### config.mk
export PLATFORM = sky130hd
export DESIGN_NAME = reset_sequencer_flat
export DESIGN_NICKNAME = d
export VERILOG_FILES = /design/src/rtl/reset_seq_pkg.sv /design/src/rtl/reset_sequencer_if.sv /design/src/rtl/button_debounce.sv /design/src/rtl/reset_sequencer.sv /design/src/flat_wrapper.sv
export SDC_FILE = /design/constraint.sdc
export NUM_CORES = 1
export LEC_CHECK = 0
export BUFFER_PORTS_ARGS = -buffer_cell sky130_fd_sc_hd__buf_2
export CORE_MARGIN = 4
export CORE_UTILIZATION = 60
export CTS_BUF_LIST = sky130_fd_sc_hd__clkbuf_4
export CTS_CLUSTER_SIZE = 24
export DETAILED_ROUTE_END_ITERATION = 10
export PLACE_DENSITY = 0.83
export SYNTH_ARGS = -nofsm -noshare
export SYNTH_HDL_FRONTEND = slang
export SYNTH_SLANG_ARGS = --single-unit
export TNS_END_PERCENT = 50
### constraint.sdc
create_clock -name cpuclk -period 4.76 [get_ports cpuclk]
set_input_delay 0.952 -clock cpuclk [delete_from_list [all_inputs] [get_ports cpuclk]]
set_output_delay 0.952 -clock cpuclk [all_outputs]
set_load 0.02 [all_outputs]
### src/rtl/reset_seq_pkg.sv
`default_nettype none
// ============================================================================
// Module : reset_seq_pkg
// Brief  : Sequencer state encoding and shared counter widths.
// Rev    : 1.0
// ============================================================================
package reset_seq_pkg;

  localparam int CNT_W = 16;
  localparam int LFC_W = 4;

  typedef enum logic [2:0] {
    S_DCM_RST   = 3'd0,
    S_LOCK_WAIT = 3'd1,
    S_CPU_RST   = 3'd2,
    S_BOOT      = 3'd3,
    S_RUN       = 3'd4
  } state_t;

endpackage
`default_nettype wire

### src/rtl/reset_sequencer_if.sv
`default_nettype none
// ============================================================================
// Module : reset_sequencer_if
// Brief  : Board/DCM/CPU-facing signals of the reset sequencer.
// Rev    : 1.0
// ============================================================================
interface reset_sequencer_if;
  import reset_seq_pkg::*;

  logic             dcm_locked;
  logic             button_r;
  logic             button_b;
  logic             dcm_reset;
  logic             cpu_reset;
  logic             boot;
  logic             running;
  logic [LFC_W-1:0] lock_fail_count;

  modport master (
    input  dcm_locked, button_r, button_b,
    output dcm_reset, cpu_reset, boot, running, lock_fail_count
  );

  modport slave (
    output dcm_locked, button_r, button_b,
    input  dcm_reset, cpu_reset, boot, running, lock_fail_count
  );

endinterface
`default_nettype wire

### src/rtl/button_debounce.sv
`default_nettype none
// ============================================================================
// Module : button_debounce
// Brief  : Tick-sampled button debouncer emitting one pulse per press.
// Rev    : 1.0
// ============================================================================
module button_debounce #(
  parameter int TICK_BITS    = 6,
  parameter int DEBOUNCE_LEN = 10
) (
  input  wire  cpuclk,
  input  wire  reset,
  input  wire  tick,
  input  wire  btn,
  output logic evt
);

  if (TICK_BITS < 1 || DEBOUNCE_LEN < 2) begin : g_bad_params
    $error("button_debounce: TICK_BITS must be >= 1 and DEBOUNCE_LEN >= 2");
  end

  logic [1:0]              sync_q,    sync_d;
  logic [DEBOUNCE_LEN-1:0] shift_q,   shift_d;
  logic                    pressed_q, pressed_d;

  // Raw button is asynchronous to cpuclk, so it passes a two-flop synchroniser first.
  always_comb begin
    sync_d    = {sync_q[0], btn};
    shift_d   = shift_q;
    if (tick) begin
      shift_d = {shift_q[DEBOUNCE_LEN-2:0], sync_q[1]};
    end
    pressed_d = &shift_q;
  end

  assign evt = pressed_d & ~pressed_q;

  always_ff @(posedge cpuclk) begin
    if (reset) begin
      sync_q    <= '0;
      shift_q   <= '0;
      pressed_q <= 1'b0;
    end else begin
      sync_q    <= sync_d;
      shift_q   <= shift_d;
      pressed_q <= pressed_d;
    end
  end

endmodule
`default_nettype wire

### src/rtl/reset_sequencer.sv
`default_nettype none
// ============================================================================
// Module : reset_sequencer
// Brief  : DCM reset/lock, CPU reset and boot sequencing with button resets.
// Rev    : 1.0
// ============================================================================
module reset_sequencer
  import reset_seq_pkg::*;
#(
  parameter int DCM_RESET_CYCLES = 10,
  parameter int LOCK_TIMEOUT     = 1024,
  parameter int RESET_CYCLES     = 40,
  parameter int BOOT_OVERLAP     = 10,
  parameter int BOOT_HOLD        = 10,
  parameter int TICK_BITS        = 6,
  parameter int DEBOUNCE_LEN     = 10
) (
  input wire                cpuclk,
  input wire                reset,
  reset_sequencer_if.master bus
);

  localparam int C_CNT_MAX = (1 << CNT_W) - 1;

  if (DCM_RESET_CYCLES < 1 || DCM_RESET_CYCLES > C_CNT_MAX ||
      LOCK_TIMEOUT     < 1 || LOCK_TIMEOUT     > C_CNT_MAX ||
      RESET_CYCLES     < 1 || RESET_CYCLES     > C_CNT_MAX ||
      BOOT_HOLD        < 1 || BOOT_HOLD        > C_CNT_MAX ||
      BOOT_OVERLAP     < 0 || BOOT_OVERLAP     >= RESET_CYCLES) begin : g_bad_params
    $error("reset_sequencer: cycle parameters must fit the counter and BOOT_OVERLAP < RESET_CYCLES");
  end

  localparam logic [CNT_W-1:0] c_dcm_last  = CNT_W'(DCM_RESET_CYCLES - 1);
  localparam logic [CNT_W-1:0] c_lock_last = CNT_W'(LOCK_TIMEOUT - 1);
  localparam logic [CNT_W-1:0] c_rst_last  = CNT_W'(RESET_CYCLES - 1);
  localparam logic [CNT_W-1:0] c_boot_from = CNT_W'(RESET_CYCLES - BOOT_OVERLAP);
  localparam logic [CNT_W-1:0] c_hold_last = CNT_W'(BOOT_HOLD - 1);

  logic [TICK_BITS-1:0] presc_q, presc_d;
  logic                 tick;
  logic                 warm_evt, cold_evt;

  state_t               state_q, state_d;
  logic [CNT_W-1:0]     cnt_q, cnt_d;
  logic [LFC_W-1:0]     lfc_q, lfc_d;
  logic                 dcm_reset_q, dcm_reset_d;
  logic                 cpu_reset_q, cpu_reset_d;
  logic                 boot_q, boot_d;
  logic                 running_q, running_d;

  assign presc_d = presc_q + TICK_BITS'(1);
  assign tick    = &presc_q;

  button_debounce #(
    .TICK_BITS   (TICK_BITS),
    .DEBOUNCE_LEN(DEBOUNCE_LEN)
  ) u_deb_warm (
    .cpuclk(cpuclk),
    .reset (reset),
    .tick  (tick),
    .btn   (bus.button_r),
    .evt   (warm_evt)
  );

  button_debounce #(
    .TICK_BITS   (TICK_BITS),
    .DEBOUNCE_LEN(DEBOUNCE_LEN)
  ) u_deb_cold (
    .cpuclk(cpuclk),
    .reset (reset),
    .tick  (tick),
    .btn   (bus.button_b),
    .evt   (cold_evt)
  );

  // Lock loss outranks the buttons; cold also aborts an in-flight CPU reset/boot.
  always_comb begin
    state_d = state_q;
    lfc_d   = lfc_q;
    case (state_q)
      S_DCM_RST: begin
        if (cnt_q == c_dcm_last) state_d = S_LOCK_WAIT;
      end
      S_LOCK_WAIT: begin
        if (bus.dcm_locked) begin
          state_d = S_CPU_RST;
        end else if (cnt_q == c_lock_last) begin
          state_d = S_DCM_RST;
          if (lfc_q != '1) lfc_d = lfc_q + LFC_W'(1);
        end
      end
      S_CPU_RST: begin
        if (!bus.dcm_locked || cold_evt) state_d = S_DCM_RST;
        else if (cnt_q == c_rst_last)    state_d = S_BOOT;
      end
      S_BOOT: begin
        if (!bus.dcm_locked || cold_evt) state_d = S_DCM_RST;
        else if (cnt_q == c_hold_last)   state_d = S_RUN;
      end
      S_RUN: begin
        if (!bus.dcm_locked || cold_evt) state_d = S_DCM_RST;
        else if (warm_evt)               state_d = S_CPU_RST;
      end
      default: state_d = S_DCM_RST;
    endcase
  end

  // Outputs are decoded from the next state so they register in step with it.
  always_comb begin
    cnt_d = '0;
    if (state_d == state_q && state_q != S_RUN) cnt_d = cnt_q + CNT_W'(1);
    dcm_reset_d = (state_d == S_DCM_RST);
    cpu_reset_d = (state_d == S_DCM_RST) || (state_d == S_LOCK_WAIT) ||
                  (state_d == S_CPU_RST);
    boot_d      = ((state_d == S_CPU_RST) && (cnt_d >= c_boot_from)) ||
                  (state_d == S_BOOT);
    running_d   = (state_d == S_RUN);
  end

  always_ff @(posedge cpuclk) begin
    if (reset) begin
      presc_q     <= '0;
      state_q     <= S_DCM_RST;
      cnt_q       <= '0;
      lfc_q       <= '0;
      dcm_reset_q <= 1'b1;
      cpu_reset_q <= 1'b1;
      boot_q      <= 1'b0;
      running_q   <= 1'b0;
    end else begin
      presc_q     <= presc_d;
      state_q     <= state_d;
      cnt_q       <= cnt_d;
      lfc_q       <= lfc_d;
      dcm_reset_q <= dcm_reset_d;
      cpu_reset_q <= cpu_reset_d;
      boot_q      <= boot_d;
      running_q   <= running_d;
    end
  end

  assign bus.dcm_reset       = dcm_reset_q;
  assign bus.cpu_reset       = cpu_reset_q;
  assign bus.boot            = boot_q;
  assign bus.running         = running_q;
  assign bus.lock_fail_count = lfc_q;

endmodule
`default_nettype wire

### src/flat_wrapper.sv
// flat-port wrapper written by rule: the top's interface ports become plain ports
module reset_sequencer_flat import reset_seq_pkg::*;
#(
  parameter int DCM_RESET_CYCLES = 10,
  parameter int LOCK_TIMEOUT     = 1024,
  parameter int RESET_CYCLES     = 40,
  parameter int BOOT_OVERLAP     = 10,
  parameter int BOOT_HOLD        = 10,
  parameter int TICK_BITS        = 6,
  parameter int DEBOUNCE_LEN     = 10
)
  (cpuclk, reset, bus_dcm_locked, bus_button_r, bus_button_b, bus_dcm_reset, bus_cpu_reset, bus_boot, bus_running, bus_lock_fail_count);
  reset_sequencer_if bus_i ();
  input wire cpuclk;
  input wire reset;
  input wire logic [$bits(bus_i.dcm_locked)-1:0] bus_dcm_locked;
  input wire logic [$bits(bus_i.button_r)-1:0] bus_button_r;
  input wire logic [$bits(bus_i.button_b)-1:0] bus_button_b;
  output wire logic [$bits(bus_i.dcm_reset)-1:0] bus_dcm_reset;
  output wire logic [$bits(bus_i.cpu_reset)-1:0] bus_cpu_reset;
  output wire logic [$bits(bus_i.boot)-1:0] bus_boot;
  output wire logic [$bits(bus_i.running)-1:0] bus_running;
  output wire logic [$bits(bus_i.lock_fail_count)-1:0] bus_lock_fail_count;
  assign bus_i.dcm_locked = bus_dcm_locked;
  assign bus_i.button_r = bus_button_r;
  assign bus_i.button_b = bus_button_b;
  assign bus_dcm_reset = bus_i.dcm_reset;
  assign bus_cpu_reset = bus_i.cpu_reset;
  assign bus_boot = bus_i.boot;
  assign bus_running = bus_i.running;
  assign bus_lock_fail_count = bus_i.lock_fail_count;
  reset_sequencer #(.DCM_RESET_CYCLES(DCM_RESET_CYCLES), .LOCK_TIMEOUT(LOCK_TIMEOUT), .RESET_CYCLES(RESET_CYCLES), .BOOT_OVERLAP(BOOT_OVERLAP), .BOOT_HOLD(BOOT_HOLD), .TICK_BITS(TICK_BITS), .DEBOUNCE_LEN(DEBOUNCE_LEN)) u_core (.cpuclk(cpuclk), .reset(reset), .bus(bus_i));
endmodule
# Word-level counts from Yosys, hierarchy flattened
# Cells that the tools add are included.
dict set report word_totals {
  ramBits 0
  out_inout_bits 8
  in_bits 5
  word_cells 61
  romBits 0
  reg_bits 59
  latchBits 0
  n_memories 0
}
dict set report classes {
  order_cmp 1
  n_div 0
  n_reduce_logical 13
  addsub 3
  shifts 0
  multipliers 0
  bitwise 5
  n_mux 11
  n_eq_ne 14
}
# operator count
set ops {}
lappend ops {{3-bit two-way mux} 9}
lappend ops {{10-bit AND reduction} 2}
lappend ops {{16-bit by 1-bit adder with 16-bit output (second input constant)} 1}
lappend ops {{16-bit by 10-bit == test with 1-bit output (second input constant)} 1}
lappend ops {{16-bit by 4-bit == test with 1-bit output (second input constant)} 1}
lappend ops {{16-bit by 6-bit == test with 1-bit output (second input constant)} 1}
lappend ops {{16-bit by 5-bit >= comparator with 1-bit output (second input constant)} 1}
lappend ops {{16-bit two-way mux} 1}
lappend ops {{3-bit case mux with 5 select lines} 1}
lappend ops {{3-bit by 2-bit == test with 1-bit output (second input constant)} 4}
lappend ops {{6-bit by 1-bit adder with 6-bit output (second input constant)} 1}
lappend ops {{3-bit by 1-bit == test with 1-bit output (second input constant)} 2}
lappend ops {{3-bit == test (second input constant)} 2}
lappend ops {{3-bit logical NOT} 2}
lappend ops {{6-bit AND reduction} 1}
lappend ops {{4-bit by 1-bit adder with 4-bit output (second input constant)} 1}
lappend ops {{1-bit logical OR} 4}
lappend ops {{4-bit != test (second input constant)} 1}
lappend ops {{4-bit AND reduction} 1}
lappend ops {{3-bit == test} 1}
lappend ops {{3-bit != test (second input constant)} 1}
lappend ops {{1-bit NOT} 3}
lappend ops {{1-bit bitwise AND} 2}
lappend ops {{1-bit logical AND} 2}
lappend ops {{1-bit logical NOT} 1}

# Longest topological paths before layout
# Gate-level depths: netlist (run 1).
dict set report logic_depth {
  ltp_word 11
  mapped_depth 8
  ltp_nobuf 8
}

# By module
# From an unflattened synthesis (run 1), not the netlist that was laid out.
dict set report hier_totals {
  hier_cells 284
  area_unflattened_um2 2685.1
}
# mod seq_area_each_um2 area_per_inst_um2 instances cells_each
set by_module_without_submodules {}
lappend by_module_without_submodules {reset_sequencer 660.6 1774.2 1 200}
lappend by_module_without_submodules {button_debounce 260.2 455.4 2 42}

# Least setup slack after synthesis (run 1)
# OpenSTA, ideal clock, no wires.
dict set report synth_path {
  kind {register to register}
  start {register u_core.cnt_q[0]}
  end {register u_core.dcm_reset_q, in the netlist u_core.bus.dcm_reset}
  path_slack_ns 2.456
  path_buffers 0
  required_time_ns 4.646
  synth_period_minus_slack_ns 2.304
  t_arrival_ns 2.190
  setup_ns 0.114
  stages_incl_launch_ff 8
  path_cell_list {dfxtp_1 > ha_1 > nand2_2 > or4_1 > or3_1 > a211o_1 > a31o_1 > a21o_1}
}
dict set report synth_via {
  elab_chain_len 5
  elab_cells_between_ends 12
  cone_classes {eq/ne (3); mux (8); reduce/logical (1)}
}
# item line_no
set synth_rtl {}
lappend synth_rtl {{start, declared} reset_sequencer.sv:44} ;# logic [CNT_W-1:0] cnt_q, cnt_d;
lappend synth_rtl {{start signal, assigned} reset_sequencer.sv:133} ;# cnt_q <= cnt_d;
lappend synth_rtl {{16-bit by 4-bit == test with 1-bit output, or another cell as far along} {reset_sequencer.sv:82, reset_sequencer.sv:98}}
lappend synth_rtl {{3-bit two-way mux, on equally long branches} {reset_sequencer.sv:98, reset_sequencer.sv:87, reset_sequencer.sv:94}}
lappend synth_rtl {{3-bit two-way mux, on equally long branches} {reset_sequencer.sv:97, reset_sequencer.sv:85, reset_sequencer.sv:93}}
lappend synth_rtl {{3-bit case mux with 5 select lines (*)} reset_sequencer.sv:80} ;# case (state_q)
lappend synth_rtl {{3-bit logical NOT (*)} reset_sequencer.sv:112} ;# dcm_reset_d = (state_d == S_DCM_RST);
lappend synth_rtl {{end signal, assigned} reset_sequencer.sv:135} ;# dcm_reset_q <= dcm_reset_d;
lappend synth_rtl {{end, declared} reset_sequencer.sv:46} ;# logic dcm_reset_q, dcm_reset_d;
# Every way passes the cells marked *; elsewhere a longest branch is shown, timed or not.
# A chain may end at the register's enable or synchronous reset.

# Final worst setup path (run 1)
dict set report layout_path {
  start {register u_core.cnt_q[0]}
  end {register u_core.boot_q, in the netlist u_core.bus.boot}
}
dict set report layout_via {
  elab_chain_len 10
  elab_cells_between_ends 20
  cone_classes {add/sub (1); order compare (1); eq/ne (6); mux (9); reduce/logical (3)}
}
# item line_no
set layout_rtl {}
lappend layout_rtl {{16-bit by 4-bit == test with 1-bit output, or another cell as far along} {reset_sequencer.sv:82, reset_sequencer.sv:98}}
lappend layout_rtl {{3-bit two-way mux, on equally long branches} {reset_sequencer.sv:98, reset_sequencer.sv:87, reset_sequencer.sv:94}}
lappend layout_rtl {{3-bit two-way mux, on equally long branches} {reset_sequencer.sv:97, reset_sequencer.sv:85, reset_sequencer.sv:93}}
lappend layout_rtl {{3-bit case mux with 5 select lines} reset_sequencer.sv:80}
lappend layout_rtl {{3-bit == test} reset_sequencer.sv:111} ;# if (state_d == state_q && state_q != S_RUN) cnt_d = cnt_q + CNT_W'(1);
lappend layout_rtl {{1-bit logical AND} reset_sequencer.sv:111}
lappend layout_rtl {{16-bit two-way mux} reset_sequencer.sv:111}
lappend layout_rtl {{16-bit by 5-bit >= comparator with 1-bit output} reset_sequencer.sv:115} ;# boot_d = ((state_d == S_CPU_RST) && (cnt_d >= c_boot_from)) ||
lappend layout_rtl {{1-bit logical AND} reset_sequencer.sv:115}
lappend layout_rtl {{1-bit logical OR (*)} reset_sequencer.sv:115}
lappend layout_rtl {{end signal, assigned} reset_sequencer.sv:137} ;# boot_q <= boot_d;
lappend layout_rtl {{end, declared} reset_sequencer.sv:48} ;# logic boot_q, boot_d;
# Marks and branches as above.

==> results.py, run 1 <==
metrics = {
    "outcome": {
        "outcome": "complete, no violations",
    },
    "pwr": {
        "peakVddDrop_uv": 202,
        "leakage_nw": 0.940,
        "total_power_uw": 856,
        "power_density_nw_per_um2": 310,
    },
    "timing": {
        "finalHoldViolCount": 0,
        "maxSlewHeadroom": 0.527,
        "finalSetupViolCount": 0,
        "rsz0062_at_grt": "false",
        "drv_slew": 0,
        "final.min_clock_period_ns": 2.52,
        "period_share": 0.529,
        "skew_ns": 0.00950,
        "tightest_slew_ns": 0.708,
        "finalSetupTns_ns": 0,
        "fmax_mhz": 397,
    },
    "detailed_routing": {
        "num_vias": 2122,
        "dr.pass1.iters": 5,
        "routed_wl_mm": 4.81,
        "drtIter0Drc": 198,
        "vias_per_cell": 5.74,
        "drt-wirelength-per-cell_um": 13.0,
        "drcViolationCount": 0,
        "detail-route-antenna-nets": 0,
    },
    "clocking": {
        "numCtsBuffers": 9,
        "clkTransAtPathRegs_ns": 0.10,
        "holdBufCountCts": 0,
        "post-cts-setup-buffers": 0,
        "root_buffer": "clkbuf_4",
        "h-tree-depth": 3,
        "cts_tree": "built",
        "insertion_delay_ns": 0.39,
        "clock_path_buffers": 2,
        "clkSinkCount": 59,
        "post_cts_resized": 0,
    },
    "global_route": {
        "first_global_vias": 1938,
        "use_met3": 0.0451,
        "met2_usage": 0.315,
        "antenna_found_initial": 0,
        "grt_max_degree": 43,
        "grt_use_met1": 0.254,
        "gr-total-overflow": 0,
        "grt_usage": 0.202,
        "busiest_layer": "met2",
        "grt_pass1_wl_mm": 8.45,
    },
    "logic_synthesis": {
        "synth_edf_count": 0,
        "mappedNetlistArea_um2": 2570,
        "synth-seq-cells": 59,
        "synthFlopType": "dfxtp_1",
        "synth-seq-area-share": 0.460,
        "async_flop_share": 0,
        "synth_area_leaders": "dfxtp_1, nand2_1, a21oi_1, nor2_1, xor2_1",
        "yosysUniqueCellTypes": 42,
        "ys_warn_count": 0,
        "avgSynthCellArea_um2": 8.37,
        "synth_top_area_share": 0.460,
        "yosys.area.top_type": "dfxtp_1",
        "synth_nets": 316,
        "synthCells": 307,
    },
    "setup_path": {
        "arrival_ns": 2.86,
        "cp.required_ns": 5.10,
        "crit_type": "reg -> reg",
        "crit_path_start_kind": "flop",
        "critPathMaxStageDelay_ns": 0.47,
        "crit_fanout": 7,
        "slowest_stage": "or4_1",
        "crit_chain": "ha_1 -> nand2_2 -> or4_1 -> or3_1 -> a211o_1 -> a31oi_1 -> a22o_1",
        "crit_path_end_kind": "flop",
    },
    "floorplanning": {
        "die-width_um": 73.4,
        "ios": 13,
        "start_util": 0.633,
        "coreArea_um2": 4060,
        "row_count": 23,
        "fp.dieArea_um2": 5390,
        "die_h_um": 73.4,
    },
    "cells_and_area": {
        "drive_gt1_frac": 0.0938,
        "final_area_um2": 2760,
        "syn2layout_area_growth_pct": 7.45,
        "nNetsFinal": 325,
        "diodes": 0,
    },
    "placement": {
        "placed_area_um2": 2640,
        "hpwl_mm": 3.32,
        "gp_congestion": 0.885,
        "portBuffers": 12,
    },
    "run": {
        "max_cap_viol_count": 0,
    },
    "worst_hold_path": {
        "holdCritPathClass": "reg -> reg",
    },
}
worst max-delay path, delay by kind of cell, from the launching register on:
kind            cells  cell delay, ns
compound gates      3            0.81
simple gates        3            0.93
fa+ha+maj           1            0.32
flops               1            0.42
Yosys cell counts (all sizes together), types with 2 or more instances:
cell	number
ha	4
o21a	3
nand2b	5
o21ai	7
a211oi	10
xor2	11
a21oi	26
and3	4
inv	2
or3	6
nor4	9
nor4b	2
a211o	3
dfxtp	59
nor3b	2
clkbuf	10
nor2	28
nand3	13
nor2b	8
xnor2	9
nand2	56
nor3	7
nand4	7
buf	4
registers in the layout (all words and copies together) (netlist names), 2 cells and up:
register,cells
u_core.bus.lock_fail_count,4
u_core.u_deb_warm.shift_q,10
u_core.u_deb_warm.sync_q,2
u_core.presc_q,6
u_core.u_deb_cold.sync_q,2
u_core.u_deb_cold.shift_q,10
u_core.state_q,3
u_core.cnt_q,16
where the power goes:
| group | switching, mW | leakage, nW | internal [mW] | total (mW) |
|---|---|---|---|---|
| Sequential | 0.00521 | 0.477 | 0.499 | 0.504 |
| Clock | 0.172 | 0.0730 | 0.154 | 0.326 |
| Combinational | 0.0159 | 0.390 | 0.00992 | 0.0258 |
per-stage QoR:
stage           util  hold WS (ns)  std cells  setup slack (ns)
2_1_floorplan      -         0.414        307              2.46
5_1_grt        0.680         0.468        370              2.04
4_1_cts        0.680         0.447        370              2.23
3_5_place_dp   0.649         0.427        355              2.27
6_report       0.680         0.446        370              2.24
3_3_place_gp   0.649         0.419        355              2.29
worst paths after layout:
| path | endpoint | slack (ns) | start | cells after the start |
|---|---|---|---|---|
| max reg2reg | u_core.bus.boot$_SDFF_PP0_ | 2.24 | u_core.cnt_q[0]$_SDFF_PP0_ | 7 |
| min reg2reg | u_core.u_deb_warm.shift_q[0]$_SDFFE_PP0P_ | 0.45 | u_core.u_deb_warm.sync_q[1]$_SDFF_PP0_ | 2 |
| max | u_core.bus.boot$_SDFF_PP0_ | 2.24 | u_core.cnt_q[0]$_SDFF_PP0_ | 7 |
| min | u_core.u_deb_warm.shift_q[0]$_SDFFE_PP0P_ | 0.45 | u_core.u_deb_warm.sync_q[1]$_SDFF_PP0_ | 2 |
cell usage in the layout, fill, tap and decap left out, types with 3 or more instances in the layout:
cell and n:
o21a_1 3, nor3_1 6, nand2b_1 5, buf_2 12, a211oi_1 10, nor4_1 8
o21ai_0 6, dfxtp_1 59, clkbuf_4 9, nand4_1 7, xor2_1 11, a21oi_1 26
nand3_1 12, clkinv_2 3, and3_1 4, nand2_1 55, nor2b_1 8, or3_1 6
ha_1 4, xnor2_1 9, nor2_1 28, a211o_1 3
cells by family (layout without fill, tap and decap cells):
group	count (synthesis)	count (layout)	synth area share
AND/OR/NAND/NOR	150	150	0.285
flip-flops	59	59	0.460
AO/OA/AOI/OAI	57	57	0.139
XOR/XNOR	20	20	0.0682
buffers and inverters	16	29	0.0248
adder cells (fa/ha/maj)	4	4	0.0195
multiplexers	1	1	0.00390
final cells by class:
class	count	area, um2
fillers	356	1300
repair buffers	12	60.1
clock buffers	9	67.6
clock inverters	6	57.6
inverters	2	7.51
well taps	50	62.6
multi-input cells	232	1320
flip-flops and latches	59	1180
routing by layer:
| metal | up-vias | part of all wire |
|---|---|---|
| met1 | 974 | 0.49 |
| met5 | - | 0 |
| met3 | 8 | 0.047 |
| met2 | 48 | 0.45 |
| li1 | 1092 | - |
| met4 | 0 | 0.019 |
No activity file was read; power rests on OpenSTA's default activity.
==> run 2, diff against run 1 <==
- CORE_UTILIZATION: 60 -> 57
- clock period: 4.76 -> 2.3 ns (I/O delays scaled with it)
==> run 2 against run 1 <==
- register-to-register slack worse by 2.2 ns
- first-iteration DRC count down 27%
- clock skew shrank 0.00052 ns
- clock power grew 78%
- global-route usage is 0.077 points lower
- setup slack worse by 2.2 ns
- combinational power increased to 2.7 times the previous value
- core utilization decreased by 2.0 points
==> results.py, run 2 (same netlist as run 1, synthesis figures left out) <==
metrics = {
    "outcome": {
        "outcome": "complete, no violations",
    },
    "floorplanning": {
        "row_count": 24,
        "coreArea_um2": 4350,
        "fp.dieArea_um2": 5640,
        "start_util": 0.590,
        "ios": 13,
        "die_h_um": 75.1,
        "die-width_um": 75.1,
    },
    "timing": {
        "finalHoldViolCount": 0,
        "skew_ns": 0.00898,
        "finalSetupTns_ns": 0,
        "period_share": 0.960,
        "maxSlewHeadroom": 0.531,
        "drv_slew": 0,
        "final.min_clock_period_ns": 2.21,
        "fmax_mhz": 453,
        "finalSetupViolCount": 0,
        "fin_hold_ws_ns": 0.262,
        "rsz0062_at_grt": "true",
        "tightest_slew_ns": 0.702,
    },
    "placement": {
        "portBuffers": 12,
        "place_inst": 372,
        "hpwl_mm": 3.60,
        "placed_area_um2": 2750,
        "gp_congestion": 0.915,
    },
    "clocking": {
        "h-tree-depth": 3,
        "holdBufCountCts": 0,
        "clock_path_buffers": 2,
        "clkSinkCount": 59,
        "clkTransAtPathRegs_ns": 0.10,
        "numCtsBuffers": 9,
        "insertion_delay_ns": 0.41,
        "root_buffer": "clkbuf_4",
        "cts_tree": "built",
    },
    "pwr": {
        "power_density_nw_per_um2": 588,
        "comb_power_share": 0.041,
        "p_seq_frac": 0.615,
        "leakage_nw": 0.995,
        "total_power_mw": 1.69,
        "p_clk_frac": 0.343,
        "cellInternalPower_mw": 1.27,
        "peakVddDrop_uv": 410,
        "power_switching_uw": 421,
        "swShare": 0.249,
    },
    "cells_and_area": {
        "syn2layout_area_growth_pct": 11.9,
        "diodes": 0,
        "most-common-layout-cells": "dfxtp_1, nand2_1, nor2_1, a21oi_1, buf_4",
        "top_register": "u_core.cnt_q",
        "largest_reg_flops": 16,
        "nNetsFinal": 340,
        "final_common_cell": "dfxtp_1",
        "top_regs": "u_core.cnt_q (16), u_core.u_deb_cold.shift_q (10), u_core.u_deb_warm.shift_q (10)",
        "final_cells": 387,
        "drive_gt1_frac": 0.149,
        "final_area_um2": 2880,
    },
    "worst_hold_path": {
        "hp-start": "bus_button_r",
        "holdCritPathClass": "in -> reg",
    },
    "setup_path": {
        "r2r_start": "u_core.cnt_q[0]$_SDFF_PP0_",
        "crit_path_end_kind": "flop",
        "crit_type": "reg -> reg",
        "crit_path_start_kind": "flop",
        "arrival_ns": 2.52,
        "setup.worst_path.start": "u_core.cnt_q[0]$_SDFF_PP0_",
        "cp.required_ns": 2.61,
        "crit_fanout": 3,
    },
    "global_route": {
        "grt_pass1_wl_mm": 8.55,
        "grt_usage": 0.201,
        "first_global_vias": 1957,
        "antenna_found_initial": 0,
        "gr-total-overflow": 0,
        "grt_max_degree": 25,
    },
    "detailed_routing": {
        "drtIter0Drc": 144,
        "vias_per_cell": 5.67,
        "num_vias": 2195,
        "drt-wirelength-per-cell_um": 13.1,
        "drcViolationCount": 0,
        "routed_wl_mm": 5.05,
        "dr.pass1.iters": 4,
        "detail-route-antenna-nets": 0,
    },
    "run": {
        "max_cap_viol_count": 0,
    },
}
-- run 2: changes by cell type in the layout (fill, tap and decap cells not counted), sizes merged --
| cell | delta |
|---|---|
| bufinv | -1 |
| clkinvlp | +2 |
| buf | +15 |
| clkinv | -1 |
-- run 2: worst paths after layout --
| kind | cells past startpoint | end | slack [ns] |
|---|---|---|---|
| max | 7 | u_core.bus.dcm_reset$_SDFF_PP1_ | 0.09 |
| min | 2 | u_core.u_deb_warm.sync_q[0]$_SDFF_PP0_ | 0.26 |
| max reg2reg | 7 | u_core.bus.dcm_reset$_SDFF_PP1_ | 0.09 |
| min reg2reg | 2 | u_core.u_deb_warm.shift_q[0]$_SDFFE_PP0P_ | 0.44 |
-- run 2: worst max-delay path: stages (launching register included) --
cell and delay, ns:
dfxtp_1 0.35, ha_2 0.19, nand2_2 0.06, or4_1 0.47
or3_1 0.36, a211o_1 0.32, a31o_1 0.23, a21o_1 0.15
-- run 2: power by group through the flow --
stage / Combinational (mW) / Clock [mW] / Sequential, mW
floorplan: 0.0399 / 0 / 1.07
global placement: 0.0669 / 0 / 1.06
detailed placement: 0.0680 / 0 / 1.06
CTS: 0.0684 / 0.594 / 1.04
global route: 0.0785 / 0.636 / 1.04
finish: 0.0701 / 0.580 / 1.04
-- run 2: area by class of cell --
class / instances / area [um2]
Inverter: 2 / 7.51
Clock inverter: 6 / 33.8
Fill cell: 361 / 1480
Clock buffer: 9 / 67.6
Timing Repair Buffer: 27 / 173
Multi-Input combinational cell: 232 / 1350
Sequential cell: 59 / 1180
Tap cell: 52 / 65.1
-- run 2: layer usage --
layer | GRT usage | vias up | share of wire
met3 | 0.0668 | 11 | 0.063
met2 | 0.288 | 50 | 0.44
li1 | - | 1128 | -
met1 | 0.259 | 1006 | 0.47
met4 | 0.126 | 0 | 0.029
met5 | 0 | - | 0
-- run 2: through the flow --
| stage | util | worst slack (ns) |
|---|---|---|
| floorplan | - | 0.0272 |
| global placement | 0.632 | 0.141 |
| detailed placement | 0.632 | 0.115 |
| CTS | 0.655 | 0.0931 |
| global route | 0.660 | -0.0278 |
| finish | 0.660 | 0.0912 |
-- run 2: repair_timing --
item	4_1_cts	5_1_grt
gates resized for setup	0	4
hold endpoints to repair	0	0
buffers inserted	0	0
endpoints found under the setup margin	0	10
